### src/rtl/rop_rmw_ctrl.sv
// Read-modify-write controller for the ROP colour buffer.
// One fragment in flight: accept, read destination pixel, present src/dst to
// the external blend unit for one cycle, then write the merged pixel back under
// the per-channel write mask.
// Optional build macro: ROP_REPLACE_BYPASS_EN -- mode 0 (replace) skips the
// destination read and merges against an all-zero destination.
module rop_rmw_ctrl #(
  parameter int W  = 8,
  parameter int AW = 16
) (
  input  logic            clk,
  input  logic            rst_n,
  input  logic            frag_valid,
  output logic            frag_ready,
  input  logic [AW-1:0]   frag_addr,
  input  logic [4*W-1:0]  frag_rgba,
  input  logic [3:0]      frag_mode,
  input  logic [3:0]      frag_wmask,
  output logic            mem_rd_valid,
  input  logic            mem_rd_ready,
  output logic [AW-1:0]   mem_rd_addr,
  input  logic            mem_rdata_valid,
  input  logic [4*W-1:0]  mem_rdata,
  output logic [4*W-1:0]  blend_src,
  output logic [4*W-1:0]  blend_dst,
  output logic [3:0]      blend_mode,
  input  logic [3*W-1:0]  blend_rgb,
  output logic            mem_wr_valid,
  input  logic            mem_wr_ready,
  output logic [AW-1:0]   mem_wr_addr,
  output logic [4*W-1:0]  mem_wr_data,
  output logic [3:0]      mem_wr_be,
  output logic            busy
);

  typedef enum logic [2:0] {
    IDLE    = 3'd0,
    RD_REQ  = 3'd1,
    RD_WAIT = 3'd2,
    BLEND   = 3'd3,
    WR_REQ  = 3'd4
  } state_t;

  state_t          state_r;
  logic            idle_r;
  logic            busy_r;
  logic            rd_valid_r;
  logic            wr_valid_r;
  logic [AW-1:0]   addr_r;
  logic [4*W-1:0]  src_r;
  logic [4*W-1:0]  dst_r;
  logic [4*W-1:0]  wr_data_r;
  logic [3:0]      mode_r;
  logic [3:0]      wmask_r;
  logic            accept_s;
  logic            bypass_s;
  logic [4*W-1:0]  merge_s;

  // Per-channel merge: RGB take the blend result when enabled, alpha takes the
  // source alpha when enabled; disabled channels keep the destination value.
  function automatic logic [4*W-1:0] merge_px(
    input logic [3:0]     wmask,
    input logic [4*W-1:0] src,
    input logic [4*W-1:0] dst,
    input logic [3*W-1:0] rgb
  );
    logic [4*W-1:0] px;
    px[4*W-1:3*W] = wmask[3] ? rgb[3*W-1:2*W] : dst[4*W-1:3*W];
    px[3*W-1:2*W] = wmask[2] ? rgb[2*W-1:W]   : dst[3*W-1:2*W];
    px[2*W-1:W]   = wmask[1] ? rgb[W-1:0]     : dst[2*W-1:W];
    px[W-1:0]     = wmask[0] ? src[W-1:0]     : dst[W-1:0];
    return px;
  endfunction

  assign accept_s = frag_valid & frag_ready;
  assign merge_s  = merge_px(wmask_r, src_r, dst_r, blend_rgb);

`ifdef ROP_REPLACE_BYPASS_EN
  assign bypass_s = (frag_mode == 4'd0);
`else
  assign bypass_s = 1'b0;
`endif

  // Main FSM: sequences the fragment and drives every registered output.
  always_ff @(posedge clk or negedge rst_n) begin
    if (!rst_n) begin
      state_r    <= IDLE;
      idle_r     <= 1'b1;
      busy_r     <= 1'b0;
      rd_valid_r <= 1'b0;
      wr_valid_r <= 1'b0;
      addr_r     <= {AW{1'b0}};
      src_r      <= {(4*W){1'b0}};
      dst_r      <= {(4*W){1'b0}};
      wr_data_r  <= {(4*W){1'b0}};
      mode_r     <= 4'd0;
      wmask_r    <= 4'd0;
    end else begin
      case (state_r)
        IDLE: begin
          if (accept_s) begin
            addr_r  <= frag_addr;
            src_r   <= frag_rgba;
            mode_r  <= frag_mode;
            wmask_r <= frag_wmask;
            idle_r  <= 1'b0;
            busy_r  <= 1'b1;
            if (bypass_s) begin
              dst_r   <= {(4*W){1'b0}};
              state_r <= BLEND;
            end else begin
              rd_valid_r <= 1'b1;
              state_r    <= RD_REQ;
            end
          end
        end
        RD_REQ: begin
          if (mem_rd_ready) begin
            rd_valid_r <= 1'b0;
            state_r    <= RD_WAIT;
          end
        end
        RD_WAIT: begin
          if (mem_rdata_valid) begin
            dst_r   <= mem_rdata;
            state_r <= BLEND;
          end
        end
        BLEND: begin
          wr_data_r <= merge_s;
          if (wmask_r == 4'd0) begin
            idle_r  <= 1'b1;
            busy_r  <= 1'b0;
            state_r <= IDLE;
          end else begin
            wr_valid_r <= 1'b1;
            state_r    <= WR_REQ;
          end
        end
        WR_REQ: begin
          if (mem_wr_ready) begin
            wr_valid_r <= 1'b0;
            idle_r     <= 1'b1;
            busy_r     <= 1'b0;
            state_r    <= IDLE;
          end
        end
        default: begin
          rd_valid_r <= 1'b0;
          wr_valid_r <= 1'b0;
          idle_r     <= 1'b1;
          busy_r     <= 1'b0;
          state_r    <= IDLE;
        end
      endcase
    end
  end

  // Ready is gated by rst_n so it stays low for the whole reset pulse.
  assign frag_ready   = idle_r & rst_n;
  assign busy         = busy_r;
  assign mem_rd_valid = rd_valid_r;
  assign mem_rd_addr  = addr_r;
  assign mem_wr_valid = wr_valid_r;
  assign mem_wr_addr  = addr_r;
  assign mem_wr_data  = wr_data_r;
  assign mem_wr_be    = wmask_r;
  assign blend_src    = src_r;
  assign blend_dst    = dst_r;
  assign blend_mode   = mode_r;

endmodule

### config.mk
export PLATFORM = sky130hd
export DESIGN_NAME = rop_rmw_ctrl
export DESIGN_NICKNAME = d
export VERILOG_FILES = /design/src/rtl/rop_rmw_ctrl.sv
export SDC_FILE = /design/constraint.sdc
export NUM_CORES = 1
export LEC_CHECK = 0
export BUFFER_PORTS_ARGS = -buffer_cell sky130_fd_sc_hd__buf_2
export CORE_MARGIN = 3
export CORE_UTILIZATION = 45
export DETAILED_ROUTE_END_ITERATION = 10
export GPL_TIMING_DRIVEN = 0
export PLACE_DENSITY = 0.79
export SYNTH_ARGS = -nofsm -noshare
export SYNTH_HDL_FRONTEND = slang
export SYNTH_SLANG_ARGS = --single-unit
### constraint.sdc
create_clock -name clk -period 4.6 [get_ports clk]
set_input_delay 0.46 -clock clk [delete_from_list [all_inputs] [get_ports clk]]
set_output_delay 0.46 -clock clk [all_outputs]
set_load 0.01 [all_outputs]
# Yosys cells after proc, flatten, opt, wreduce, memory -nomap -nowiden
# Cells that the tools add are included.
# totals
regBits,127
out_inout_bits,140
wordCells,59
# classes
n_eq_ne,10
muxes,22
bitwise,5
reduce_logical,11
# op_table
op,count
two-way mux 8 bit,4
two-way mux 3 bit,5
one-hot mux 3 bit (5 select lines),1
"inequality test 2 bit, second input constant",6
two-way mux 1 bit,8
one-hot mux 1 bit (4 select lines),2
AND reduction 4 bit,2
"== test 3 x 2 -> 1 bit, second input constant",2
one-hot mux 1 bit (3 select lines),2
AND reduction 3 bit,2
OR reduction 3 bit,2
zero test 4 bit,1
AND reduction 2 bit,2
"== test 3 x 1 -> 1 bit, second input constant",1
"== test 3 bit, second input constant",1
zero test 3 bit,1
inverter 1 bit,3
bitwise AND 1 bit,2
OR reduction 2 bit,1

# Depth between registers and ports, before layout
# Gate-level depths: netlist of the first run.
# logic_depth
word_depth,4
depth_mapped,6
ltp_nobuf,3

# Worst setup path after synthesis of the first run
# No wires, ideal clock.
# synth_path
path_kind,reg2reg
startpoint,reg idle_r
endpoint,"reg mode_r[0], in the netlist blend_mode[0]"
arrival_time_ps,1690
required_ps,4475
setup_slack_ps,2785
stages_incl_launch_ff,7
path_cell_list,dfstp_2 > nand3_1 > or4_1 > clkbuf_2 > buf_6 > buf_8 > mux2_4
# synth_between
elab_chain_len,3
# synth_lines
element,line_no,source
start: declaration,45,logic idle_r;
start signal: assignment,88,idle_r <= 1'b1;
start signal: assignment,106,idle_r <= 1'b0;
start signal: assignment,132,idle_r <= 1'b1;
bitwise AND 1 bit,160,assign frag_ready = idle_r & rst_n;
bitwise AND 1 bit,75,assign accept_s = frag_valid & frag_ready;
AND reduction 2 bit (no line),--,
end signal: assignment,104,mode_r <= frag_mode;
end: declaration,53,logic [3:0] mode_r;
# Every way passes these cells.
# A chain may end at the register's enable or synchronous reset.

# Worst setup path in the final report of the first run
# layout_path
startpoint,in rst_n
endpoint,"reg src_r[14], in the netlist blend_src[14]"
# layout_between
elab_chain_len,3
# layout_lines
element,line_no,source
start: declaration,12,"input logic rst_n,"
bitwise AND 1 bit,160,
bitwise AND 1 bit,75,
AND reduction 2 bit (no line),--,
end signal: assignment,93,src_r <= {(4*W){1'b0}};
end signal: assignment,103,src_r <= frag_rgba;
end: declaration,50,logic [4*W-1:0] src_r;
# Every way passes these cells.

==> impl_metrics.toml, run 1 <==
[power_and_ir_drop]
switching_share_pct = 33.88
p_comb_share_pct = 40.7
ir_worst_vdd_mv = 0.4256
p_per_area_mw_per_mm2 = 759.2
intPower_mw = 3.677
p_seq_share_pct = 36.4
power.leakage_nw = 3.861
pwr-share-clk_pct = 22.9
switchingPower_mw = 1.885

[grt]
gr-total-overflow = 0
grtUsageTotal_pct = 20.59
grt_pass1_wl_um = 21060
antenna_found_initial = 0
grt_max_degree = 76
grt_pass1_vias = 4255

[floorplan]
core_area_sq_mm = 0.01113
fp.dieH_um = 114.2
core.rowCount = 38
io_pins = 258
start_util_pct = 47.35
die_w_um = 114.2
dieArea_sq_mm = 0.01304

[clocking]
cts-root-buf = "clkbuf_16"
cts-htree-levels = 4
clk_pin_slew_worst_paths_ns = 0.05
ctsResizeCount = 0
postCtsHoldBufs = 0
cts_buffers = 17
cts_setup_buffers = 0
clk_latency_ns = 0.41
cts_tree = "built"
cts_max_path_buffers = 2
cts_sinks = 127

[routing]
viasPerCell = 4.886
dr.pass1.iters = 4
routed_wl_um = 13170
vias = 3938
wl_per_cell_um = 16.34
drc_errors = 0
drt_iter0_markers = 151
postRouteAntennaNets = 0

[synthesis]
synth_cell_types = 30
synth_compound_area_share_pct = 4.394
synth_fp_nets = 494
yosys.area_share.simple_pct = 3.800
synthCells = 376
synth_top_family_by_area = "multiplexers"
yosys_warnings = 0
synth_fa_ha_area_share_pct = 0
syn_area_sq_mm = 0.005268
synth_seq_cells = 127
synth_xor_area_share_pct = 0
ys_seq_area_share_pct = 60.36
synth_mux_area_share_pct = 26.56
syn_area_per_cell_sq_um = 14.01

[timing]
finalMaxSlewViolations = 0
min_period_ns = 2.046
finalSetupViolCount = 0
fmaxAchievable_mhz = 488.7
slew-limit-headroom_pct = 49.29
grt_setup_unrepaired = "false"
worst_pin_slew_ns = 0.7607
skew_ns = 0.008296
tns_ns = 0
finalHoldViolCount = 3
period_share_pct = 44.49
finalHoldWorstSlack_ns = -0.003773

[finish]
nNetsFinal = 771
design_area_sq_mm = 0.007326
area_growth_pct = 39.07
antenna_cells = 0
layout-drive-gt1-share_pct = 60.51

[worst_setup_path]
path_max_fanout = 55
crit_type = "primary input to flop"
crit_chain = "buf_6 -> nand3_1 -> or4_1 -> clkbuf_2 -> buf_6 -> buf_6 -> mux2_4"
max_stage_delay_ns = 0.46
crit_slowest_cell = "or4_1"
cpMostUsedCell = "buf_6"
critical_path_required_ns = 4.88
crit_family = "buffers and inverters"
path_buf_inv = 4
worst_setup_path_start_kind = "primary input"
crit_arrival_ns = 2.33
end_kind = "flop"

[place]
globalplace.congestion = 0.8124
placed_cell_area_sq_mm = 0.006763
numPortBuffers = 257
dp_hpwl_um = 10060

[run_status]
status = "finished with violations"
violations = "negative hold slack"

[job]
drv_cap = 0

[min_path]
hold_class = "primary input to async pin"
==> cell usage in the layout, fill, tap and decap left out, types with 2 or more instances in the layout <==
master / instances
buf_6: 4
nand2b_1: 2
nand2_1: 32
o21ai_0: 34
dfrtp_1: 126
o21a_1: 2
mux2i_1: 34
or4_1: 2
mux2_4: 18
buf_2: 263
mux2_2: 70
clkbuf_16: 17
bufinv_16: 2
clkinv_2: 4
clkbuf_1: 16
nor2b_1: 2
a21o_1: 2
clkbuf_8: 2
buf_1: 2
buf_4: 16
==> synthesized netlist by cell type (all sizes together) <==
library cell	n	area, sq um
dfrtp	126	3153
mux2	88	1059
clkbuf	11	42.54
nor3	1	5.000
and2	1	6.260
dfstp	1	26.28
a21o	2	15.01
o21a	2	15.01
buf	29	211.5
nor2	1	3.750
nand2b	2	12.51
nand3b	1	7.510
o21ba	1	10.01
nand3	1	5.000
or4	2	15.01
a21oi	1	5.000
o21ai	34	170.2
o31ai	1	7.510
nand2	32	120.1
mux2i	34	340.3
o32ai	1	8.760
inv	1	3.750
nor3b	1	12.51
nor2b	2	12.51
==> sequential cells by signal (all words and copies together) (netlist names), 3 cells and up <==
name         count
blend_dst       32
blend_mode       4
blend_src       32
mem_rd_addr     16
mem_wr_be        4
mem_wr_data     32
state_r          3
==> power by group through the flow <==
stage | clock, mW | combinational [mW] | sequential, mW
6_report | 1.27 | 2.26 | 2.03
5_1_grt | 1.35 | 2.47 | 2.11
4_1_cts | 1.30 | 2.31 | 2.03
3_5_place_dp | 0 | 2.29 | 2.04
3_3_place_gp | 0 | 2.24 | 2.00
2_1_floorplan | 0 | 1.10 | 2.26
==> stage by stage <==
step	power, mW	utilization (%)	cells	setup slack, ns
final	5.562	65.85	806	2.554
after detailed placement	4.331	60.79	774	2.092
after global routing	5.924	65.85	806	2.438
after CTS	5.635	65.85	806	2.520
after floorplan	3.361	-	376	2.785
after global placement	4.241	60.48	773	0.1675
==> cells by family after synthesis <==
group           after synthesis
compound gates               42
flops                       127
simple gates                 44
mux                         122
buf+inv                      41
==> final cells by class <==
cell class	instances	area [sq um]
fillers	852	3800
flip-flops and latches	127	3179
multi-input cells	208	1831
repair buffers	258	1320
clock buffers	25	475.5
plain buffers	40	254.0
well taps	140	175.2
clock inverters	7	87.58
inverters	1	3.754
==> layer usage <==
metal	global-route usage [%]	vias up	part of all wire (%)
li1	-	1853	-
met1	24.48	1906	39
met2	34.62	151	51
met3	6.025	28	7.0
met4	9.264	0	2.6
met5	0	-	0
==> path summary, 6_finish.rpt <==
kind	start	endpoint	slack, ns	cells after the start
worst min register to register	mem_wr_valid	mem_wr_valid	0.47	1
min in group clk	frag_addr[8]	mem_rd_addr[8]	0.28	2
worst max register to register	idle_r	blend_src[14]	2.57	6
worst max-delay path	rst_n	blend_src[14]	2.55	7
worst min-delay path	rst_n	mem_wr_data[24]	-0.004	1
max in group asynchronous	rst_n	blend_dst[2]	3.87	2
==> worst register-to-register path, stage by stage (launching register included) <==
cell and delay (ns):
dfstp_2 0.54, nand3_1 0.13, or4_1 0.46, clkbuf_2 0.15, buf_6 0.16, buf_6 0.16
mux2_4 0.31
Note: power is estimated with default switching activity, not from simulation.
==> run 2: changes to the inputs <==
Clock period 4.6 ns to 2 ns, I/O delays scaled along.
==> impl_metrics.toml, run 2 (synthesized netlist as in run 1, its figures left out) <==
[run_status]
status = "finished, final reports clean"

[floorplan]
core.rowCount = 38
start_util_pct = 47.35
io_pins = 258
die_w_um = 114.2
core_area_sq_mm = 0.01113
fp.dieH_um = 114.2
dieArea_sq_mm = 0.01304

[clocking]
cts_max_path_buffers = 2
clk_latency_ns = 0.41
clk_pin_slew_worst_paths_ns = 0.06
cts-root-buf = "clkbuf_16"
cts_buffers = 17
cts-htree-levels = 4
cts_sinks = 127
cts_tree = "built"

[place]
globalplace.congestion = 0.8124
numPortBuffers = 257
placed_cell_area_sq_mm = 0.006763
dp_hpwl_um = 10060
post-place-ws_ns = -0.2479
placedCellCount = 774

[power_and_ir_drop]
switchingPower_mw = 4.353
p_per_area_mw_per_mm2 = 1736
p_seq_share_pct = 36.2
finalPower_mw = 12.86
power.leakage_nw = 3.906
switching_share_pct = 33.85
p_comb_share_pct = 41.0
intPower_mw = 8.505
pwr-share-clk_pct = 22.8
ir_worst_vdd_mv = 0.9734

[finish]
nNetsFinal = 774
nFillCells = 841
fin_cells = 809
regArea_sq_mm = 0.003179
fin_util_pct = 66.58
design_area_sq_mm = 0.007407
area_growth_pct = 40.62
layout-drive-gt1-share_pct = 61.58
final_common_cell = "buf_2"
layout_common_cells = "263 x buf_2, 126 x dfrtp_1, 70 x mux2_2"
antenna_cells = 0
multi_input_area_sq_mm = 0.001846

[grt]
grtUsageTotal_pct = 20.78
gr-total-overflow = 0
grt_pass1_vias = 4264
grt_max_degree = 76
antenna_found_initial = 0
grt_pass1_wl_um = 21190

[worst_setup_path]
worst_setup_path_start_kind = "flop"
crit_cells = 5
crit_arrival_ns = 2.25
rr_endpoint = "blend_src[6]"
crit_slowest_cell = "or4_4"
timing.rr.start = "idle_r"
r2r_setup_slack_ns = 0.04
crit_chain = "nand3_2 -> or4_4 -> buf_12 -> buf_8 -> mux2_4"
r2r_cells = 5
critical_path_required_ns = 2.29
crit_path_start = "idle_r"
max_stage_delay_ns = 0.59
path_max_fanout = 10
crit_family = "simple AND/OR/NAND/NOR gates"
crit_type = "flop to flop"
end_kind = "flop"
path_buf_inv = 2
cp-endpoint = "blend_src[6]"

[routing]
drt_iter0_markers = 189
dr.pass1.iters = 4
viasPerCell = 4.878
postRouteAntennaNets = 0
drc_errors = 0
vias = 3946
routed_wl_um = 13270
wl_per_cell_um = 16.41

[timing]
grt_setup_unrepaired = "false"
fmaxAchievable_mhz = 510.4
tns_ns = 0
worst_pin_slew_ns = 0.7496
finalHoldWorstSlack_ns = 0.01975
min_period_ns = 1.959
slew-limit-headroom_pct = 50.02
period_share_pct = 97.96
fin_ws_ns = 0.04079
skew_ns = 0.007971
finalMaxSlewViolations = 0
finalSetupViolCount = 0
finalHoldViolCount = 0

[job]
drv_cap = 0

[min_path]
hold_class = "primary input to flop"
min_from = "frag_addr[8]"
==> run 2: area by class of cell <==
cell class | instances | area share, %
sequential | 127 | 42.92
multi-input combinational | 208 | 24.92
timing repair buffer | 262 | 18.53
clock buffer | 25 | 6.419
buffer | 39 | 3.615
tap | 140 | 2.365
clock inverter | 7 | 1.182
inverter | 1 | 0.05068
==> run 2: how the worst min path moves through the flow <==
stage | endpoint | depth (start not counted)
global placement | blend_dst[8] | 2
global route | mem_rd_addr[8] | 2
floorplan | blend_dst[0] | 0
finish | mem_rd_addr[8] | 2
detailed placement | mem_wr_data[24] | 1
CTS | mem_wr_be[0] | 2
==> run 2: metal layers <==
metal  up-vias  share of wire (%)  track usage, %
met5         -                  0               0
met1      1919                 39           24.59
met2       147                 52           35.28
met4         0                2.5           9.105
li1       1854                  -               -
met3        26                6.7           5.973
==> run 2: timing repair <==
item,in CTS,in global routing
pin swaps,1,0
endpoints found under the setup margin,18,36
hold buffers,2,0
gates resized for setup,5,11
hold endpoints to repair,51,0
cloned,0,0
buffers inserted,2,0
==> run 2: power by group through the flow <==
stage               registers, mW  logic [mW]  clock network, mW
finish                       4.66        5.27               2.93
global route                 4.84        5.75               3.11
CTS                          4.66        5.36               2.99
detailed placement           4.68        5.28                  0
global placement             4.60        5.16                  0
floorplan                    5.20        2.53                  0
==> run 3: changes to the inputs <==
Settings changed: CORE_MARGIN 3 to 1, CORE_UTILIZATION 45 to 46, PLACE_DENSITY 0.79 to 0.91.
==> impl_metrics.toml, run 3 (synthesized netlist as in run 1, its figures left out) <==
[finish]
area_growth_pct = 43.21
layout-drive-gt1-share_pct = 61.83
design_area_sq_mm = 0.007543
final_common_cell = "buf_2"
nNetsFinal = 773
antenna_cells = 0
layout_common_cells = "263 x buf_2, 126 x dfrtp_1, 70 x mux2_2"
fin_util_pct = 68.68
fin_cells = 808

[power_and_ir_drop]
power.leakage_nw = 3.964
ir_worst_vdd_mv = 0.9857
p_seq_share_pct = 36.2
intPower_mw = 8.883
switching_share_pct = 33.52
switchingPower_mw = 4.478
pwr-share-clk_pct = 25.4
p_per_area_mw_per_mm2 = 1771
p_comb_share_pct = 38.4

[routing]
viasPerCell = 5.025
routed_wl_um = 13710
wl_per_cell_um = 16.97
dr.pass1.iters = 5
drc_errors = 0
vias = 4060
drt_iter0_markers = 138
postRouteAntennaNets = 0

[job]
drv_cap = 0

[place]
numPortBuffers = 257
placedCellCount = 774
post-place-ws_ns = -0.5475
globalplace.congestion = 0.7850
dp_hpwl_um = 9590
placed_cell_area_sq_mm = 0.006763

[timing]
worst_pin_slew_ns = 1.029
skew_ns = 0.005049
finalMaxSlewViolations = 0
period_share_pct = 95.65
slew-limit-headroom_pct = 31.19
tns_ns = 0
fin_ws_ns = 0.08702
finalSetupViolCount = 0
finalHoldViolCount = 0
fmaxAchievable_mhz = 522.7
grt_setup_unrepaired = "false"
min_period_ns = 1.913

[clocking]
cts_buffers = 17
cts_sinks = 127
cts-htree-levels = 4
clk_pin_slew_worst_paths_ns = 0.06
cts_max_path_buffers = 2
cts_tree = "built"
cts-root-buf = "clkbuf_16"
clk_latency_ns = 0.41

[worst_setup_path]
timing.rr.start = "state_r[0]"
path_buf_inv = 2
end_kind = "flop"
max_stage_delay_ns = 0.38
worst_setup_path_start_kind = "flop"
crit_slowest_cell = "mux2_2"
crit_type = "flop to flop"
critical_path_required_ns = 2.29
rr_endpoint = "blend_dst[22]"
r2r_setup_slack_ns = 0.09
r2r_cells = 5
crit_arrival_ns = 2.20
crit_chain = "buf_2 -> nand2b_1 -> nor3b_4 -> buf_2 -> mux2_2"
crit_family = "simple AND/OR/NAND/NOR gates"
cpMostUsedCell = "buf_2"
crit_cells = 5
path_max_fanout = 10

[floorplan]
fp.dieH_um = 109.0
core_area_sq_mm = 0.01098
start_util_pct = 47.96
die_w_um = 109.0
dieArea_sq_mm = 0.01188
io_pins = 258
core.rowCount = 38

[grt]
gr-total-overflow = 0
grt_pass1_wl_um = 20470
grt_pass1_vias = 4190
grt_max_degree = 54
antenna_found_initial = 0
grtUsageTotal_pct = 23.38

[min_path]
hold_end = "blend_src[4]"
hold_depth = 2
min_from = "frag_rgba[4]"
hold_class = "primary input to flop"

[run_status]
status = "finished, final reports clean"
[run 3: layout make-up]
type                            count  area, sq um
Fill cell                         780         3440
Timing Repair Buffer              265         1450
Multi-Input combinational cell    208         1846
Buffer                             35        234.0
Inverter                            1        3.754
Tap cell                          140        175.2
Clock buffer                       21        470.5
Sequential cell                   127         3179
Clock inverter                     11        185.2
[run 3: routing by layer]
| metal | global-route usage [%] | wire [um] | vias to the layer above |
|---|---|---|---|
| met5 | 0 | 0 | - |
| met4 | 10.62 | 289 | 0 |
| met3 | 5.918 | 896 | 31 |
| met2 | 40.66 | 7131 | 185 |
| met1 | 27.02 | 5395 | 1994 |
| li1 | - | - | 1850 |
[run 3: through the flow]
step	hold WS, ns	total power [mW]
after floorplan	-0.09559	7.730
after global placement	0.4307	9.678
after global routing	0.008759	14.12
final	0.01657	13.36
after detailed placement	0.07280	9.959
after CTS	0.0008814	13.47
[run 3: worst max path at each step]
stage | startpoint | end | slack, ns
6_report | state_r[0] | blend_dst[22] | 0.09
3_5_place_dp | rst_n | blend_src[8] | -0.55
2_1_floorplan | idle_r | blend_mode[0] | 0.18
4_1_cts | state_r[2] | blend_src[14] | 0.004
5_1_grt | state_r[0] | blend_dst[2] | 0.004
3_3_place_gp | rst_n | blend_src[13] | -2.12
[run 3: repair_timing]
| item | CTS | global route |
|---|---|---|
| resized for setup | 3 | 0 |
| hold endpoints to repair | 73 | 0 |
| setup buffers | 0 | 0 |
| hold buffers | 6 | 0 |
| setup endpoints to repair | 44 | 27 |
| gates cloned | 1 | 0 |
[run 3: power by group through the flow]
| stage | Combinational (mW) | Sequential (mW) | Clock [mW] |
|---|---|---|---|
| after detailed placement | 5.23 | 4.73 | 0 |
| final | 5.13 | 4.84 | 3.39 |
| after global placement | 5.07 | 4.61 | 0 |
| after global routing | 5.59 | 4.99 | 3.54 |
| after CTS | 5.26 | 4.77 | 3.44 |
| after floorplan | 2.53 | 5.20 | 0 |
